### config.mk
export PLATFORM = sky130hd
export DESIGN_NAME = pipe_hazard_ctrl
export DESIGN_NICKNAME = d
export VERILOG_FILES = /design/src/rtl/pipe_hazard_ctrl.sv
export SDC_FILE = /design/constraint.sdc
export NUM_CORES = 1
export LEC_CHECK = 0
export CORE_AREA = 8 8 46 58
export CTS_BUF_LIST = sky130_fd_sc_hd__clkbuf_2 sky130_fd_sc_hd__clkbuf_4 sky130_fd_sc_hd__clkbuf_8
export DETAILED_ROUTE_END_ITERATION = 8
export DIE_AREA = 0 0 54 66
export HOLD_SLACK_MARGIN = 0.02
export PLACE_DENSITY = 0.89
export SYNTH_ARGS = -nofsm -noshare
export SYNTH_HDL_FRONTEND = slang
export SYNTH_SLANG_ARGS = --single-unit
### constraint.sdc
create_clock -name clk_i -period 4 [get_ports clk_i]
set_input_delay 0.6 -clock clk_i [delete_from_list [all_inputs] [get_ports clk_i]]
set_output_delay 0.6 -clock clk_i [all_outputs]
set_load 0.05 [all_outputs]
### src/rtl/pipe_hazard_ctrl.sv
// pipe_hazard_ctrl: stall/flush sequencer for the 5-stage pipeline.
// Resolves data-memory wait (full freeze) > load-use (front-end stall +
// ID_EX bubble) > taken branch (IF_ID flush). Outputs are combinational
// from registered state and current inputs.
// Optional: define HAZARD_PERF_CNT_EN to add stall_cnt_o / flush_cnt_o.
module pipe_hazard_ctrl #(
  parameter int unsigned TIMEOUT = 64,
  parameter int unsigned CNT_W   = 8
) (
  input  logic       clk_i,
  input  logic       rst_i,
  input  logic       ID_EX_MemRead_i,
  input  logic [4:0] ID_EX_Rt_i,
  input  logic [4:0] IF_ID_Rs_i,
  input  logic [4:0] IF_ID_Rt_i,
  input  logic       branch_taken_i,
  input  logic       mem_req_i,
  input  logic       mem_ready_i,
  output logic       PC_write_o,
  output logic       IF_ID_write_o,
  output logic       IF_ID_flush_o,
  output logic       ID_EX_write_o,
  output logic       ID_EX_bubble_o,
  output logic       EX_MEM_write_o,
  output logic       MEM_WB_bubble_o,
  output logic       mem_err_o
`ifdef HAZARD_PERF_CNT_EN
  ,
  output logic [31:0] stall_cnt_o,
  output logic [31:0] flush_cnt_o
`endif
);

  typedef enum logic {RUN, MEM_WAIT} state_t;

  state_t             state, state_nxt;
  logic [CNT_W-1:0]   wait_cnt, wait_cnt_nxt;
  logic               mem_err, mem_err_nxt;
  // Set for the one cycle after a timeout: the abandoned access is treated
  // as complete even though mem_req_i may still be high.
  logic               dropped, dropped_nxt;
  logic               freeze;
  logic               loaduse;

  assign freeze = !dropped &&
                  (((state == RUN) && mem_req_i && !mem_ready_i) ||
                   ((state == MEM_WAIT) && !mem_ready_i));

  assign loaduse = ID_EX_MemRead_i && (ID_EX_Rt_i != 5'd0) &&
                   ((ID_EX_Rt_i == IF_ID_Rs_i) || (ID_EX_Rt_i == IF_ID_Rt_i));

  // State register: FSM state, wait counter, sticky error, drop marker.
  always_ff @(posedge clk_i) begin
    if (rst_i) begin
      state    <= RUN;
      wait_cnt <= '0;
      mem_err  <= 1'b0;
      dropped  <= 1'b0;
    end else begin
      state    <= state_nxt;
      wait_cnt <= wait_cnt_nxt;
      mem_err  <= mem_err_nxt;
      dropped  <= dropped_nxt;
    end
  end

  // Next-state and pipeline control outputs, priority freeze > loaduse > flush.
  always_comb begin
    state_nxt    = state;
    wait_cnt_nxt = wait_cnt;
    mem_err_nxt  = mem_err;
    dropped_nxt  = 1'b0;

    unique case (state)
      RUN: begin
        if (!dropped && mem_req_i && !mem_ready_i) begin
          state_nxt    = MEM_WAIT;
          wait_cnt_nxt = CNT_W'(1);
        end
      end
      MEM_WAIT: begin
        if (mem_ready_i) begin
          state_nxt    = RUN;
          wait_cnt_nxt = '0;
        end else if (wait_cnt == CNT_W'(TIMEOUT)) begin
          state_nxt    = RUN;
          wait_cnt_nxt = '0;
          mem_err_nxt  = 1'b1;
          dropped_nxt  = 1'b1;
        end else begin
          wait_cnt_nxt = wait_cnt + CNT_W'(1);
        end
      end
      default: state_nxt = RUN;
    endcase

    PC_write_o      = 1'b1;
    IF_ID_write_o   = 1'b1;
    IF_ID_flush_o   = 1'b0;
    ID_EX_write_o   = 1'b1;
    ID_EX_bubble_o  = 1'b0;
    EX_MEM_write_o  = 1'b1;
    MEM_WB_bubble_o = 1'b0;
    mem_err_o       = mem_err && !rst_i;

    if (rst_i) begin
      PC_write_o      = 1'b0;
      IF_ID_write_o   = 1'b0;
      IF_ID_flush_o   = 1'b1;
      ID_EX_write_o   = 1'b0;
      ID_EX_bubble_o  = 1'b1;
      EX_MEM_write_o  = 1'b0;
      MEM_WB_bubble_o = 1'b1;
    end else if (freeze) begin
      PC_write_o      = 1'b0;
      IF_ID_write_o   = 1'b0;
      ID_EX_write_o   = 1'b0;
      EX_MEM_write_o  = 1'b0;
      MEM_WB_bubble_o = 1'b1;
    end else if (loaduse) begin
      PC_write_o      = 1'b0;
      IF_ID_write_o   = 1'b0;
      ID_EX_bubble_o  = 1'b1;
    end else if (branch_taken_i) begin
      IF_ID_flush_o   = 1'b1;
    end
  end

`ifdef HAZARD_PERF_CNT_EN
  // Performance counters: stall cycles and IF_ID flush cycles, wrapping.
  always_ff @(posedge clk_i) begin
    if (rst_i) begin
      stall_cnt_o <= '0;
      flush_cnt_o <= '0;
    end else begin
      if (freeze || loaduse) stall_cnt_o <= stall_cnt_o + 32'd1;
      if (IF_ID_flush_o)     flush_cnt_o <= flush_cnt_o + 32'd1;
    end
  end
`endif

endmodule

### Word-level counts from Yosys, hierarchy flattened

Index checks and enable logic that the tools add are counted.

* input port bits: 21
* RAM bits: 0
* ROM bits: 0
* word-level logic and storage cells: 51
* memories: 0
* flip-flop bits (word level): 11
* bits in latches: 0

* add/sub/neg operators: 1
* $lt $le $gt $ge: 0
* multiply operators: 0
* shift operators: 0
* equality and inequality tests: 4
* reduce and logical (&&, ||, !) cells: 17
* muxes and demuxes: 23
* div/mod/pow operators: 0
* bitwise gates (word level): 2

Operators by type and width (count)
* $mux 8: 3
* $mux 1: 18
* $pmux 8 s2: 1
* $eq 5x5->1: 2
* $logic_and 1x1->1: 9
* $add 8x1->8 const B: 1
* $eq 8x7->1 const B: 1
* $reduce_bool 5->1: 1
* $logic_not 1->1: 3
* $reduce_and 3->1: 1
* $reduce_or 3->1: 1
* $logic_or 1x1->1: 2
* $ne 2x1->1 const B: 1
* $not 1->1: 2
* $pmux 1 s2: 1

### Longest topological paths before layout

Gate-level depths: netlist of the first run.

* depth in word-level cells: 7
* depth in mapped cells: 7
* mapped depth without buffers: 6

### Worst setup path before layout of the first run

Ideal clock, no wire load.

* kind: input port to output port
* start: input mem_req_i
* end: output PC_write_o
* data arrival time: 2.484 ns
* stages on the path: 4
* setup slack: 0.916 ns
* cell sequence: o21ai_0 -> nand2_1 -> a21oi_1 -> buf_4

* cells in the longest elaborated chain, start to end: 6

RTL lines
* from (decl): line 17 `input logic mem_req_i,`
* $logic_and 1x1->1 (2 in a row): line 46 `(((state == RUN) && mem_req_i && !mem_ready_i) ||`
* $logic_or 1x1->1: line 46
* $logic_and 1x1->1: line 45 `assign freeze = !dropped &&`
* $mux 1 (2 in a row)
* to (decl): line 19 `output logic PC_write_o,`

Every way passes these cells.

### Worst setup path after layout of the first run

* start: input ID_EX_Rt_i[1]
* end: output IF_ID_write_o

* cells in the longest elaborated chain, start to end: 6
* elaborated cells on any way between the ends: 9
* those cells by class: eq/ne: 2; mux: 3; reduce/logical: 4

RTL lines
* from (decl): line 13 `input logic [4:0] ID_EX_Rt_i,`
* $eq 5x5->1 or $reduce_bool 5->1 (tied branches): line 50, 49
* $logic_or 1x1->1 or $logic_and 1x1->1 (tied branches): line 50, 49
* $logic_and 1x1->1 *: line 49 `assign loaduse = ID_EX_MemRead_i && (ID_EX_Rt_i != 5'd0) &&`
* $mux 1 *: line 120 `end else if (loaduse) begin`
* $mux 1 *: line 114 `end else if (freeze) begin`
* $mux 1 *: line 106 `if (rst_i) begin`
* to (decl): line 20 `output logic IF_ID_write_o,`

Every way passes the cells marked *; elsewhere a longest branch is shown, timed or not.

==> summary.txt, run 1 <==
most common cell after layout, fill and taps aside = clkdlybuf4s50_1
Wirelength per Cell = 14.5 µm
switching share of total power = 29.6%
pre-CTS WS = 0.549 ns
FF-to-FF Start = wait_cnt[0]$_SDFFE_PP0P_
Initial Utilization = 41.5%
Comb power frac = 30.9%
hold slack = 0.511 ns
reg2reg setup slack = 2.19 ns
synthesized area per cell = 8.60 µm²
setup_tns = 0 ns
HP Start = wait_cnt[7]$_SDFFE_PP0P_
Placed Area = 1040 µm²
Area Growth Syn to Fin = 39.4%
Final Util = 57.8%
Max Fclk = 0.289 GHz
Hold WC Path Type = flop to flop
worst clock skew = 0.00114 ns
I/O Pins = 29
post-route ant nets = 0
core box area = 1850 µm²
post-synthesis sequential area ratio = 28.8%
Syn Std Cell Area = 766 µm²
Final Worst Setup Slack = 0.544 ns
Yosys cell types = 33
Leak = 0.373 nW
net switching power = 0.0831 mW
share of layout cells above drive strength 1 = 12.1%
CTS tree = built
Crit Path Class = input port to output pin
slew margin rel. = 65.6%
dpl hpwl = 1560 µm
Worst-Margin Slew = 0.515 ns
CTS Buffer Depth = 2
clk_lat worst skew = 0.27 ns
outcome = completed
hold depth = 1
setup repair bufs after CTS = 0
vias per cell = 5.39
CTS Hold Bufs = 0
Cell Count, Final, Fillers Out = 136
Via Count = 733
Final Setup Violations = 0
Die W = 54 µm
port buffer count = 28
post-synth top area share = 28.8%
min Tclk post-route = 3.46 ns
Resize count post-CTS = 0
Req. time, crit path = 3.40 ns
gr usage total = 11.9%
max cap viols = 0
part of the power in registers = 40.1%
Critical Path Start Type = input port
CTS root buffer = clkbuf_4
Iteration-0 DRC Markers = 16
Int Pwr = 0.198 mW
commonest cells after routing, fill and taps aside = clkdlybuf4s50_1 (28), dfxtp_1 (11), xnor2_1 (10)
clk sinks = 11
htree depth = 1
Total Power = 0.281 mW
Clk pwr share = 29.0%
first-pass GRT wire length = 3180 µm
First-pass DRT Iterations = 4
Total Nets Final = 140
Yosys reg bits = 11
vias in the first global route = 714
antenna cells = 0
Worst VDD drop = 0.000189 V
synth warn = 0
Reg2Reg Depth = 6
chip height = 66 µm
gr ovfl total = 0
WP data arrival = 2.86 ns
Post-Synthesis Cells = 89
maximum fanout along the worst path = 3
synth top area cells = dfxtp_1 (29%), xnor2_1 (11%), a311oi_1 (5.7%), a21oi_2 (4.6%), a21oi_1 (3.3%)
post-synth top area cell = dfxtp_1
period utilization = 86.4%
unrepaired setup endpoints after global routing = false
initial antenna violation count = 0
Worst Hold End = wait_cnt[7]$_SDFFE_PP0P_
GP Congestion = 0.894
Crit. End Element = output pin
Reg clk slew, reported paths = 0.07 ns
Cells after DPL = 132
pin count of the biggest net entering global routing = 15
site row count = 18
die area = 3560 µm²
post-route cell area = 1070 µm²
drt drc = 0
total CTS buffers = 3
Final Hold Fails = 0
Pwr Density = 263 nW/µm²
drt total wl = 1980 µm
reg2reg end = wait_cnt[6]$_SDFFE_PP0P_
post-synth net total = 112
Slew Viols, Final = 0
[cell families after synthesis]
group / after synthesis / synth area share [%]
simple gates: 31 / 23.2
xor+xnor: 10 / 11.4
buf+inv: 10 / 6.86
compound gates: 25 / 26.5
fa+ha+maj: 2 / 3.27
flops: 11 / 28.8
[per-layer routing]
layer	wire [µm]	GRT usage (%)	vias to the layer above	part of all wire (%)
li1	-	-	374	-
met1	838	12.6	325	42
met2	876	19.5	29	44
met3	205	3.15	5	10
met4	54	8.02	0	2.7
met5	0	0	-	0
[worst max-delay path: stages]
cell and delay (ns):
clkdlybuf4s50_1 0.47, or4_1 0.55, o21a_1 0.21, a21oi_1 0.19
clkdlybuf4s50_1 0.83
[power groups by stage]
stage / clock network, mW / logic, mW / registers, mW
6_report: 0.0815 / 0.0866 / 0.113
5_1_grt: 0.0926 / 0.0920 / 0.113
4_1_cts: 0.0848 / 0.0873 / 0.113
3_5_place_dp: 0 / 0.0866 / 0.115
3_3_place_gp: 0 / 0.0852 / 0.115
2_1_floorplan: 0 / 0.0515 / 0.115
[worst max-delay path by stage]
| stage | slack [ns] | from | end |
|---|---|---|---|
| detailed placement | 0.55 | ID_EX_Rt_i[1] | IF_ID_write_o |
| CTS | 0.54 | ID_EX_Rt_i[1] | IF_ID_write_o |
| global placement | 0.59 | ID_EX_Rt_i[1] | PC_write_o |
| global route | 0.43 | ID_EX_Rt_i[1] | IF_ID_write_o |
| finish | 0.54 | ID_EX_Rt_i[1] | IF_ID_write_o |
| floorplan | 0.92 | mem_req_i | PC_write_o |
[cell usage after synthesis (all sizes together)]
| cell type | count |
|---|---|
| and3 | 3 |
| a31o | 1 |
| ha | 2 |
| dfxtp | 11 |
| nand2 | 6 |
| nand2b | 3 |
| or2 | 2 |
| o22ai | 1 |
| a311oi | 5 |
| nor2b | 1 |
| clkbuf | 1 |
| o21ai | 2 |
| a31oi | 2 |
| inv | 5 |
| or4 | 1 |
| a21oi | 9 |
| a41oi | 2 |
| nor2 | 5 |
| xnor2 | 10 |
| nand3 | 5 |
| buf | 4 |
| nor3 | 3 |
| nor3b | 1 |
| o21a | 2 |
| nor4b | 1 |
| o211a | 1 |
[area by class of cell]
type	count	area, µm²
Clock buffer	4	30.0
Tap cell	20	25.0
Multi-Input combinational cell	68	493
Fill cell	169	779
Sequential cell	11	220
Timing Repair Buffer	28	280
Inverter	5	18.8
[registers in the layout (all words and copies together), names as in the netlist]
register,flops
wait_cnt,8
dropped,1
mem_err,1
state,1
(Power assumes the default switching activity.)
==> run 2, diff against run 1 <==
--- a/config.mk
+++ b/config.mk
@@ -7,10 +7,12 @@
 export LEC_CHECK = 0
 export CORE_AREA = 8 8 46 58
 export CTS_BUF_LIST = sky130_fd_sc_hd__clkbuf_2 sky130_fd_sc_hd__clkbuf_4 sky130_fd_sc_hd__clkbuf_8
+export CTS_CLUSTER_SIZE = 25
 export DETAILED_ROUTE_END_ITERATION = 8
 export DIE_AREA = 0 0 54 66
 export HOLD_SLACK_MARGIN = 0.02
-export PLACE_DENSITY = 0.89
+export PLACE_DENSITY = 0.78
+export REMOVE_ABC_BUFFERS = 1
 export SYNTH_ARGS = -nofsm -noshare
 export SYNTH_HDL_FRONTEND = slang
 export SYNTH_SLANG_ARGS = --single-unit
==> run 2 against run 1 <==
Via count up 5.7%. Critical path type unchanged. Sequential cell count stayed put. Global-route usage up 0.27 points. Sequential share of layout area is 0.14 points lower. Largest cell class unchanged. Sequential power hardly changed. Total power rose by 1.6%.
==> summary.txt, run 2 (synthesis gave the netlist of run 1 again) <==
unrepaired setup endpoints after global routing = false
Worst VDD drop = 0.000185 V (-2.2%)
Wirelength per Cell = 15.0 µm (+3.5%)
max cap viols = 0 (unchanged)
Initial Utilization = 41.5% (unchanged)
max reg flops = 8 (unchanged)
gr ovfl total = 0 (unchanged)
drt total wl = 2060 µm (+4.3%)
Req. time, crit path = 3.40 ns (about the same)
clk_lat worst skew = 0.28 ns (about the same)
largest reg by FF count = wait_cnt
Crit. End Element = output pin
Critical Path Start Type = input port
WP data arrival = 2.87 ns (about the same)
First-pass DRT Iterations = 8 (+4)
share of layout cells above drive strength 1 = 12.8% (+0.75 points)
total CTS buffers = 3 (unchanged)
M3 GR Usage = 4.28% (+1.1 points)
Placed Area = 1040 µm² (+0.72%)
maximum fanout along the worst path = 3 (unchanged)
Die W = 54 µm (unchanged)
setup repair bufs after CTS = 0 (unchanged)
die area = 3560 µm² (unchanged)
Area Growth Syn to Fin = 40.4%
Pwr Density = 265 nW/µm² (+0.94%)
antenna cells = 0 (unchanged)
chip height = 66 µm (unchanged)
slew margin rel. = 66.5% (+0.91 points)
I/O Pins = 29 (unchanged)
min Tclk post-route = 3.47 ns (+0.0159 ns)
dpl hpwl = 1620 µm (+3.8%)
Crit Path Class = input port to output pin
hold depth = 1 (unchanged)
drt drc = 0 (unchanged)
post-route ant nets = 0 (unchanged)
first-pass GRT wire length = 3240 µm (+2.0%)
Slew Viols, Final = 0 (unchanged)
Iteration-0 DRC Markers = 22 (+6)
worst clock skew = 0.000543 ns (-0.000598 ns)
Resize count post-CTS = 0 (unchanged)
core box area = 1850 µm² (unchanged)
vias in the first global route = 735 (+2.9%)
htree depth = 1 (unchanged)
most common cell after layout, fill and taps aside = clkdlybuf4s50_1
Max Fclk = 0.288 GHz (-0.46%)
reg2reg end = wait_cnt[6]$_SDFFE_PP0P_
commonest cells after routing, fill and taps aside = clkdlybuf4s50_1 (28), dfxtp_1 (11), xnor2_1 (10)
Hold WC Path Type = flop to flop
GR Layer Usage met2 = 18.9% (-0.58 points)
pin count of the biggest net entering global routing = 15 (unchanged)
post-route cell area = 1070 µm² (+0.70%)
period utilization = 86.8% (+0.40 points)
Via Count = 775 (+5.7%)
outcome = completed
reg2reg setup slack = 2.16 ns (-0.03 ns)
Final Setup Violations = 0 (unchanged)
Filler cells = 165 (-2.4%)
GP Congestion = 0.881 (-1.5%)
CTS Hold Bufs = 0 (unchanged)
Final Hold Fails = 0 (unchanged)
site row count = 18 (unchanged)
hold slack = 0.528 ns (+0.0170 ns)
Worst-Margin Slew = 0.501 ns (-0.0136 ns)
met1 Track Usage GR = 13.9% (+1.3 points)
Leak = 0.378 nW (+1.3%)
clk sinks = 11 (unchanged)
Top Usage Layer GRT = met2
port buffer count = 28 (unchanged)
HP Start = wait_cnt[7]$_SDFFE_PP0P_
setup_tns = 0 ns (unchanged)
Total Nets Final = 141 (+0.71%)
FF-to-FF Start = wait_cnt[0]$_SDFFE_PP0P_
initial antenna violation count = 0 (unchanged)
Reg clk slew, reported paths = 0.07 ns (about the same)
vias per cell = 5.66 (+5.0%)
CTS root buffer = clkbuf_4
Worst Hold End = wait_cnt[7]$_SDFFE_PP0P_
gr usage total = 12.1% (+0.27 points)
Reg2Reg Depth = 6 (unchanged)
CTS Buffer Depth = 2 (unchanged)
CTS tree = built
## run 2: cell count changes in the layout (fill, tap and decap cells not counted), sizes merged
cell,change
buf,+1
## run 2: stage by stage
step                setup WS, ns  total power, mW  utilization (%)  cells
CTS                        0.528            0.288             58.2    137
floorplan                  0.596            0.162                -     84
global route               0.447            0.300             58.2    137
global placement           0.568            0.201             56.6    133
detailed placement         0.522            0.203             56.6    133
finish                     0.528            0.285             58.2    137
## run 2: area by class of cell
class / instances / area (µm²) / area share [%]
Inverter: 5 / 18.8 / 1.75
Tap cell: 20 / 25.0 / 2.33
Timing Repair Buffer: 29 / 288 / 26.8
Clock buffer: 4 / 30.0 / 2.79
Multi-Input combinational cell: 68 / 493 / 45.9
Sequential cell: 11 / 220 / 20.5
## run 2: critical path, stage by stage
cell and delay (ns):
clkdlybuf4s50_1 0.47, or4_1 0.55, o21a_1 0.21, a21oi_1 0.20, clkdlybuf4s50_1 0.84
## run 2: layer usage
| layer | share of wire (%) | vias to the layer above |
|---|---|---|
| met3 | 13 | 2 |
| met1 | 42 | 351 |
| met2 | 43 | 46 |
| li1 | - | 376 |
| met4 | 1.1 | 0 |
| met5 | 0 | - |
## run 2: worst max-delay path by stage
stage	slack, ns	endpoint	cells past startpoint	start
after floorplan	0.60	IF_ID_write_o	3	mem_req_i
final	0.53	IF_ID_write_o	5	ID_EX_Rt_i[1]
after CTS	0.53	IF_ID_write_o	5	ID_EX_Rt_i[1]
after detailed placement	0.52	IF_ID_write_o	5	ID_EX_Rt_i[1]
after global placement	0.57	PC_write_o	5	ID_EX_Rt_i[1]
after global routing	0.45	PC_write_o	5	ID_EX_Rt_i[1]
## run 2: power breakdown
group	total, mW	switching, mW	leakage, nW	internal (mW)
combinational	0.0873	0.0454	0.271	0.0419
clock	0.0855	0.0399	0.0184	0.0456
sequential	0.113	0.00154	0.0890	0.111
